File: config.mk
export PLATFORM = sky130hd
export DESIGN_NAME = adder_arbiter
export DESIGN_NICKNAME = d
export VERILOG_FILES = /design/src/rtl/adder_arbiter_pkg.sv /design/src/rtl/adder_arbiter_plus_adder.sv /design/src/rtl/adder_arbiter.sv
export SDC_FILE = /design/constraint.sdc
export NUM_CORES = 1
export LEC_CHECK = 0
export BUFFER_PORTS_ARGS = -buffer_cell sky130_fd_sc_hd__buf_2
export CORE_AREA = 3 3 110 133
export CTS_CLUSTER_DIAMETER = 30
export DETAILED_ROUTE_END_ITERATION = 7
export DIE_AREA = 0 0 113 136
export PLACE_DENSITY = 0.85
export RECOVER_POWER = 25
export SYNTH_ARGS = -nofsm -noshare
export SYNTH_HDL_FRONTEND = slang
export SYNTH_SLANG_ARGS = --single-unit
File: constraint.sdc
create_clock -name clk_i -period 18 [get_ports clk_i]
set_clock_uncertainty 0.15 [all_clocks]
set_input_delay 1.8 -clock clk_i [delete_from_list [all_inputs] [get_ports clk_i]]
set_output_delay 1.8 -clock clk_i [all_outputs]
set_load 0.01 [all_outputs]
File: src/rtl/adder_arbiter_pkg.sv
// Shared definitions for the round-robin adder arbiter.
// Holds the controller state encoding, the default requester count and operand width,
// and the helper that sizes the requester index.
package adder_arbiter_pkg;

    typedef enum logic [1:0] {
        StIdle,
        StCalc,
        StResp
    } state_e;

    localparam int unsigned NumReqDefault = 4;
    localparam int unsigned WidthDefault  = 32;

    // A single requester still needs a 1-bit id field.
    function automatic int unsigned id_width(input int unsigned n);
        return (n > 1) ? int'($clog2(n)) : 1;
    endfunction

    localparam int unsigned IdWidth = id_width(NumReqDefault);

endpackage

File: src/rtl/adder_arbiter_plus_adder.sv
// PlusAdder: unsigned ripple-carry adder.
// Ports:
//   add1_i  [WIDTH-1:0]  first operand
//   add2_i  [WIDTH-1:0]  second operand
//   sum_o   [WIDTH-1:0]  add1_i + add2_i, modulo 2^WIDTH
//   carry_o              carry out of the top bit
module PlusAdder
    import adder_arbiter_pkg::*;
#(
    parameter int unsigned WIDTH = WidthDefault
) (
    input  logic [WIDTH-1:0] add1_i,
    input  logic [WIDTH-1:0] add2_i,
    output logic [WIDTH-1:0] sum_o,
    output logic             carry_o
);

    always_comb begin
        logic c;
        c     = 1'b0;
        sum_o = '0;
        for (int unsigned i = 0; i < WIDTH; i++) begin
            sum_o[i] = add1_i[i] ^ add2_i[i] ^ c;
            c        = (add1_i[i] & add2_i[i]) | (c & (add1_i[i] ^ add2_i[i]));
        end
        carry_o = c;
    end

endmodule

File: src/rtl/adder_arbiter.sv
// adder_arbiter: NUM_REQ requesters share one adder through a round-robin arbiter.
// A granted request is captured in IDLE, added in CALC and presented in RESP until taken.
// Ports:
//   clk_i, rst_ni        clock, synchronous active-low reset
//   req_valid_i          per-requester request
//   req_a_i, req_b_i     packed operands, requester k at [k*WIDTH +: WIDTH]
//   req_ready_o          one-hot grant, combinational in IDLE
//   rsp_valid_o          result available (RESP)
//   rsp_ready_i          consumer accepts result
//   rsp_id_o             index of the requester owning the result
//   rsp_sum_o            A+B modulo 2^WIDTH
//   rsp_carry_o          carry out of the sum
//   busy_o               controller not in IDLE
module adder_arbiter
    import adder_arbiter_pkg::*;
#(
    parameter int unsigned NUM_REQ = NumReqDefault,
    parameter int unsigned WIDTH   = WidthDefault
) (
    input  logic                          clk_i,
    input  logic                          rst_ni,
    input  logic [NUM_REQ-1:0]            req_valid_i,
    input  logic [NUM_REQ*WIDTH-1:0]      req_a_i,
    input  logic [NUM_REQ*WIDTH-1:0]      req_b_i,
    output logic [NUM_REQ-1:0]            req_ready_o,
    output logic                          rsp_valid_o,
    input  logic                          rsp_ready_i,
    output logic [id_width(NUM_REQ)-1:0]  rsp_id_o,
    output logic [WIDTH-1:0]              rsp_sum_o,
    output logic                          rsp_carry_o,
    output logic                          busy_o
);

    localparam int unsigned IdW = id_width(NUM_REQ);

    state_e             state_q, state_d;
    logic [IdW-1:0]     last_q, last_d;
    logic [IdW-1:0]     id_q, id_d;
    logic [WIDTH-1:0]   a_q, a_d, b_q, b_d;
    logic [WIDTH-1:0]   sum_q, sum_d;
    logic               carry_q, carry_d;

    logic               grant_any;
    logic [IdW-1:0]     grant_idx;
    logic [NUM_REQ*WIDTH-1:0] a_shift, b_shift;
    logic [WIDTH-1:0]   add_sum;
    logic               add_carry;

    // Round-robin search starting just after the last granted requester.
    always_comb begin
        int unsigned cand;
        grant_any = 1'b0;
        grant_idx = '0;
        cand      = 0;
        for (int unsigned i = 0; i < NUM_REQ; i++) begin
            cand = (32'(last_q) + i + 1) % NUM_REQ;
            if (!grant_any && ((req_valid_i >> cand) & NUM_REQ'(1)) != '0) begin
                grant_any = 1'b1;
                grant_idx = IdW'(cand);
            end
        end
    end

    // Shift the winner's operands down to the bottom slice.
    assign a_shift = req_a_i >> (32'(grant_idx) * WIDTH);
    assign b_shift = req_b_i >> (32'(grant_idx) * WIDTH);

    PlusAdder #(
        .WIDTH (WIDTH)
    ) u_plus_adder (
        .add1_i  (a_q),
        .add2_i  (b_q),
        .sum_o   (add_sum),
        .carry_o (add_carry)
    );

    always_comb begin
        state_d     = state_q;
        last_d      = last_q;
        id_d        = id_q;
        a_d         = a_q;
        b_d         = b_q;
        sum_d       = sum_q;
        carry_d     = carry_q;
        req_ready_o = '0;
        unique case (state_q)
            StIdle: begin
                if (grant_any && rst_ni) begin
                    req_ready_o = NUM_REQ'(1) << grant_idx;
                    last_d      = grant_idx;
                    id_d        = grant_idx;
                    a_d         = a_shift[WIDTH-1:0];
                    b_d         = b_shift[WIDTH-1:0];
                    state_d     = StCalc;
                end
            end
            StCalc: begin
                sum_d   = add_sum;
                carry_d = add_carry;
                state_d = StResp;
            end
            StResp: begin
                if (rsp_ready_i) begin
                    state_d = StIdle;
                end
            end
            default: state_d = StIdle;
        endcase
    end

    always_ff @(posedge clk_i) begin
        if (!rst_ni) begin
            state_q <= StIdle;
            last_q  <= IdW'(NUM_REQ - 1);
            id_q    <= '0;
            a_q     <= '0;
            b_q     <= '0;
            sum_q   <= '0;
            carry_q <= 1'b0;
        end else begin
            state_q <= state_d;
            last_q  <= last_d;
            id_q    <= id_d;
            a_q     <= a_d;
            b_q     <= b_d;
            sum_q   <= sum_d;
            carry_q <= carry_d;
        end
    end

    assign rsp_valid_o = (state_q == StResp);
    assign busy_o      = (state_q != StIdle);
    assign rsp_id_o    = id_q;
    assign rsp_sum_o   = sum_q;
    assign rsp_carry_o = carry_q;

endmodule

==> results.sh <==
export IMPL_outcome="finished with violations"
export IMPL_violations="capacitance limit, slew limit"
export IMPL_setup_violations=0
export IMPL_setup_ws_ns=4.817
export IMPL_clk_latency_ns=0.33
export IMPL_fmax_mhz=75.86
export IMPL_grt_busiest_layer="met2"
export IMPL_reg2regPathDepth=37
export IMPL_netlist_area_sq_um=6240
export IMPL_slew_headroom_pct=-13.74
export IMPL_grt_pass1_wl_mm=31.20
export IMPL_hold_path_depth=2
export IMPL_postCtsHoldBufs=0
export IMPL_synth_top_family_by_area="compound AO/OA/AOI/OAI gates"
export IMPL_root_buffer="clkbuf_16"
export IMPL_cts_tree="yes"
export IMPL_yosysWarnings=0
export IMPL_p_sw_share_pct=33.35
export IMPL_post_synth_cell_area_avg_sq_um=9.369
export IMPL_drive_above_1_share_pct=40.02
export IMPL_cts_sinks=103
export IMPL_vias_per_cell=5.759
export IMPL_slowest_stage="fa_1"
export IMPL_cts_clk_slew_worst_paths_ns=0.07
export IMPL_synth_cell_types=35
export IMPL_clk_path_buf_depth=2
export IMPL_ant_nets=0
export IMPL_hold_viol=0
export IMPL_grtUsageMet1_pct=29.03
export IMPL_placementRows=46
export IMPL_peakVddDrop_uv=56.95
export IMPL_drc=0
export IMPL_p_switching_uw=255.3
export IMPL_syn_inst=666
export IMPL_ys_ff_latch=103
export IMPL_die_width_microns=113
export IMPL_cts_resized=0
export IMPL_synthMuxAreaShare_pct=14.00
export IMPL_fin_crit_sh_pct=73.24
export IMPL_worst_pin_slew_ns=1.706
export IMPL_io_pins=304
export IMPL_start_util_pct=46.73
export IMPL_hold_class="register to register"
export IMPL_hpwl_mm=14.47
export IMPL_synth_xor_area_share_pct=0
export IMPL_core_sq_um=13350
export IMPL_power_frac_comb_pct=34.3
export IMPL_antenna_found_initial=1
export IMPL_final_seq_area_sq_um=2062
export IMPL_postCtsSetupRepairBufs=0
export IMPL_synth_compound_area_share_pct=26.53
export IMPL_use_met2_pct=45.75
export IMPL_nets=1217
export IMPL_wl_per_cell_microns=18.39
export IMPL_dieArea_sq_um=15370
export IMPL_multiInputGateArea_sq_um=3886
export IMPL_place_congestion=0.8101
export IMPL_routed_wl_mm=20.16
export IMPL_cap_violations=1
export IMPL_io_buffers=303
export IMPL_rsz0062_at_grt="no"
export IMPL_cts_buffers=9
export IMPL_grtUsageTotal_pct=25.13
export IMPL_min_period_ns=13.18
export IMPL_dr_total_vias=6312
export IMPL_syn_to_final_growth_pct=29.00
export IMPL_intPower_uw=510.2
export IMPL_crit_required_ns=18.12
export IMPL_path_max_fanout=2
export IMPL_pre_cts_slack_ns=4.889
export IMPL_h_tree_depth=3
export IMPL_grt_remaining_overflow=0
export IMPL_p_per_area_nw_per_um2=95.11
export IMPL_crit_type="register to register"
export IMPL_pwr_share_seq_pct=40.3
export IMPL_endpoint_kind="register"
export IMPL_first_global_vias=6386
export IMPL_leakage_uw=0.003685
export IMPL_die_h_microns=136
export IMPL_cp_start_kind="register"
export IMPL_met3_usage_pct=5.165
export IMPL_seq_area_frac_synth_pct=33.05
export IMPL_drt_iter0_markers=346
export IMPL_syn_num_nets=961
export IMPL_tns_ns=0
export IMPL_synth_fa_ha_area_share_pct=10.15
export IMPL_crit_arrival_ns=13.30
export IMPL_slew_violations=40
export IMPL_cpPeakStageDelay_ns=0.42
export IMPL_synthSimpleGateAreaFrac_pct=10.81
export IMPL_clkPwrFrac_pct=25.5
export IMPL_grt_start_max_net_pins=68
export IMPL_firstDrtPassIters=7
export IMPL_fill_cells=1196
export IMPL_cp_common_cell="fa_1"
-- synth_stat cells --
cell type / number / share of area (%)
buf_2: 9 / 0.72
o21a_1: 1 / 0.12
nor3b_1: 1 / 0.12
or2_1: 1 / 0.10
o211a_1: 3 / 0.48
o2bb2ai_1: 1 / 0.14
nand3_1: 65 / 5.2
inv_1: 10 / 0.60
fa_1: 31 / 9.9
clkbuf_1: 45 / 2.7
a2bb2oi_2: 1 / 0.24
o21bai_1: 1 / 0.12
o21ai_0: 65 / 5.2
dfxtp_1: 103 / 33
nand3b_1: 1 / 0.12
nand2_1: 66 / 4.0
a221o_1: 64 / 10
a21o_1: 1 / 0.12
nor2_1: 8 / 0.48
and2_1: 1 / 0.10
buf_6: 5 / 0.90
ha_1: 1 / 0.20
o21ba_2: 1 / 0.16
buf_1: 8 / 0.48
a21boi_0: 31 / 3.7
a31oi_1: 1 / 0.10
a21boi_1: 1 / 0.12
nand2b_1: 3 / 0.30
o311ai_4: 1 / 0.42
mux2_2: 26 / 4.7
mux2_4: 38 / 9.1
inv_2: 1 / 0.060
nor2b_1: 4 / 0.40
a21oi_1: 66 / 5.3
mux2i_1: 1 / 0.16
-- cells by family after synthesis --
group | after synthesis
compound gates | 238
fa+ha+maj | 32
buf+inv | 78
flops | 103
mux | 65
simple gates | 150
-- flip-flops by register name (all words and copies together) (netlist names) --
register	cells
rsp_id_o	2
rsp_sum_o	32
b_q	32
rsp_carry_o	1
state_q	2
last_q	2
a_q	32
-- metrics by stage --
step                      utilization [%]  instances  hold slack, ns  instance area [sq um]  power (uW)
after floorplan                         -        666          0.3060                   6240       486.4
after global placement              58.42       1079          0.2992                   7801       565.9
after detailed placement            58.42       1079          0.3048                   7801       577.8
after CTS                           60.67       1095          0.3140                   8102       773.1
after global routing                60.28       1096          0.3375                   8049       813.8
final                               60.28       1096          0.3146                   8049       765.6
-- layer usage --
metal | share of wire, % | vias up
met2 | 51 | 301
met1 | 39 | 3012
met3 | 6.9 | 41
li1 | - | 2958
met5 | 0 | -
met4 | 2.8 | 0
-- area by class of cell --
class | count | area share, %
Clock buffer | 11 | 3.016
Sequential cell | 103 | 25.62
Timing Repair Buffer | 312 | 19.21
Antenna cell | 1 | 0.03109
Inverter | 11 | 0.5130
Multi-Input combinational cell | 485 | 48.28
Tap cell | 168 | 2.612
Clock inverter | 5 | 0.7151
-- critical path: cells and delay by family, from the launching register on --
kind / cells / cell delay [ns]
AND/OR/NAND/NOR: 1 / 0.08
flip-flops: 1 / 0.31
adder cells (fa/ha/maj): 32 / 12.20
buffers and inverters: 3 / 0.21
AO/OA/AOI/OAI: 1 / 0.15
-- placed cells by master, fill, tap and decap left out, types with 3 or more instances in the layout --
cell type,n
fa_1,31
mux2_4,38
clkbuf_16,9
mux2_2,26
dfxtp_1,103
a21boi_0,31
nand2_1,64
o211a_1,3
clkbuf_1,31
a221o_1,64
buf_2,273
nand3_1,65
nand2b_1,3
a21oi_1,66
nor2b_1,3
clkinvlp_4,3
nor2_1,7
o21ai_0,65
buf_4,9
inv_1,10
-- path summary, 6_finish.rpt --
kind                 start             to  slack, ns
max                 a_q[0]  rsp_sum_o[31]       4.82
min          rsp_sum_o[10]  rsp_sum_o[10]       0.31
max reg2reg         a_q[0]  rsp_sum_o[31]       4.82
min reg2reg  rsp_sum_o[10]  rsp_sum_o[10]       0.31
-- power groups by stage --
stage               clock (uW)  combinational [uW]  sequential [uW]
detailed placement           0                 265              313
global placement             0                 255              311
global route               208                 291              315
CTS                        199                 266              308
finish                     195                 262              308
floorplan                    0                 177              310
Power figures use the tool's default switching activity.
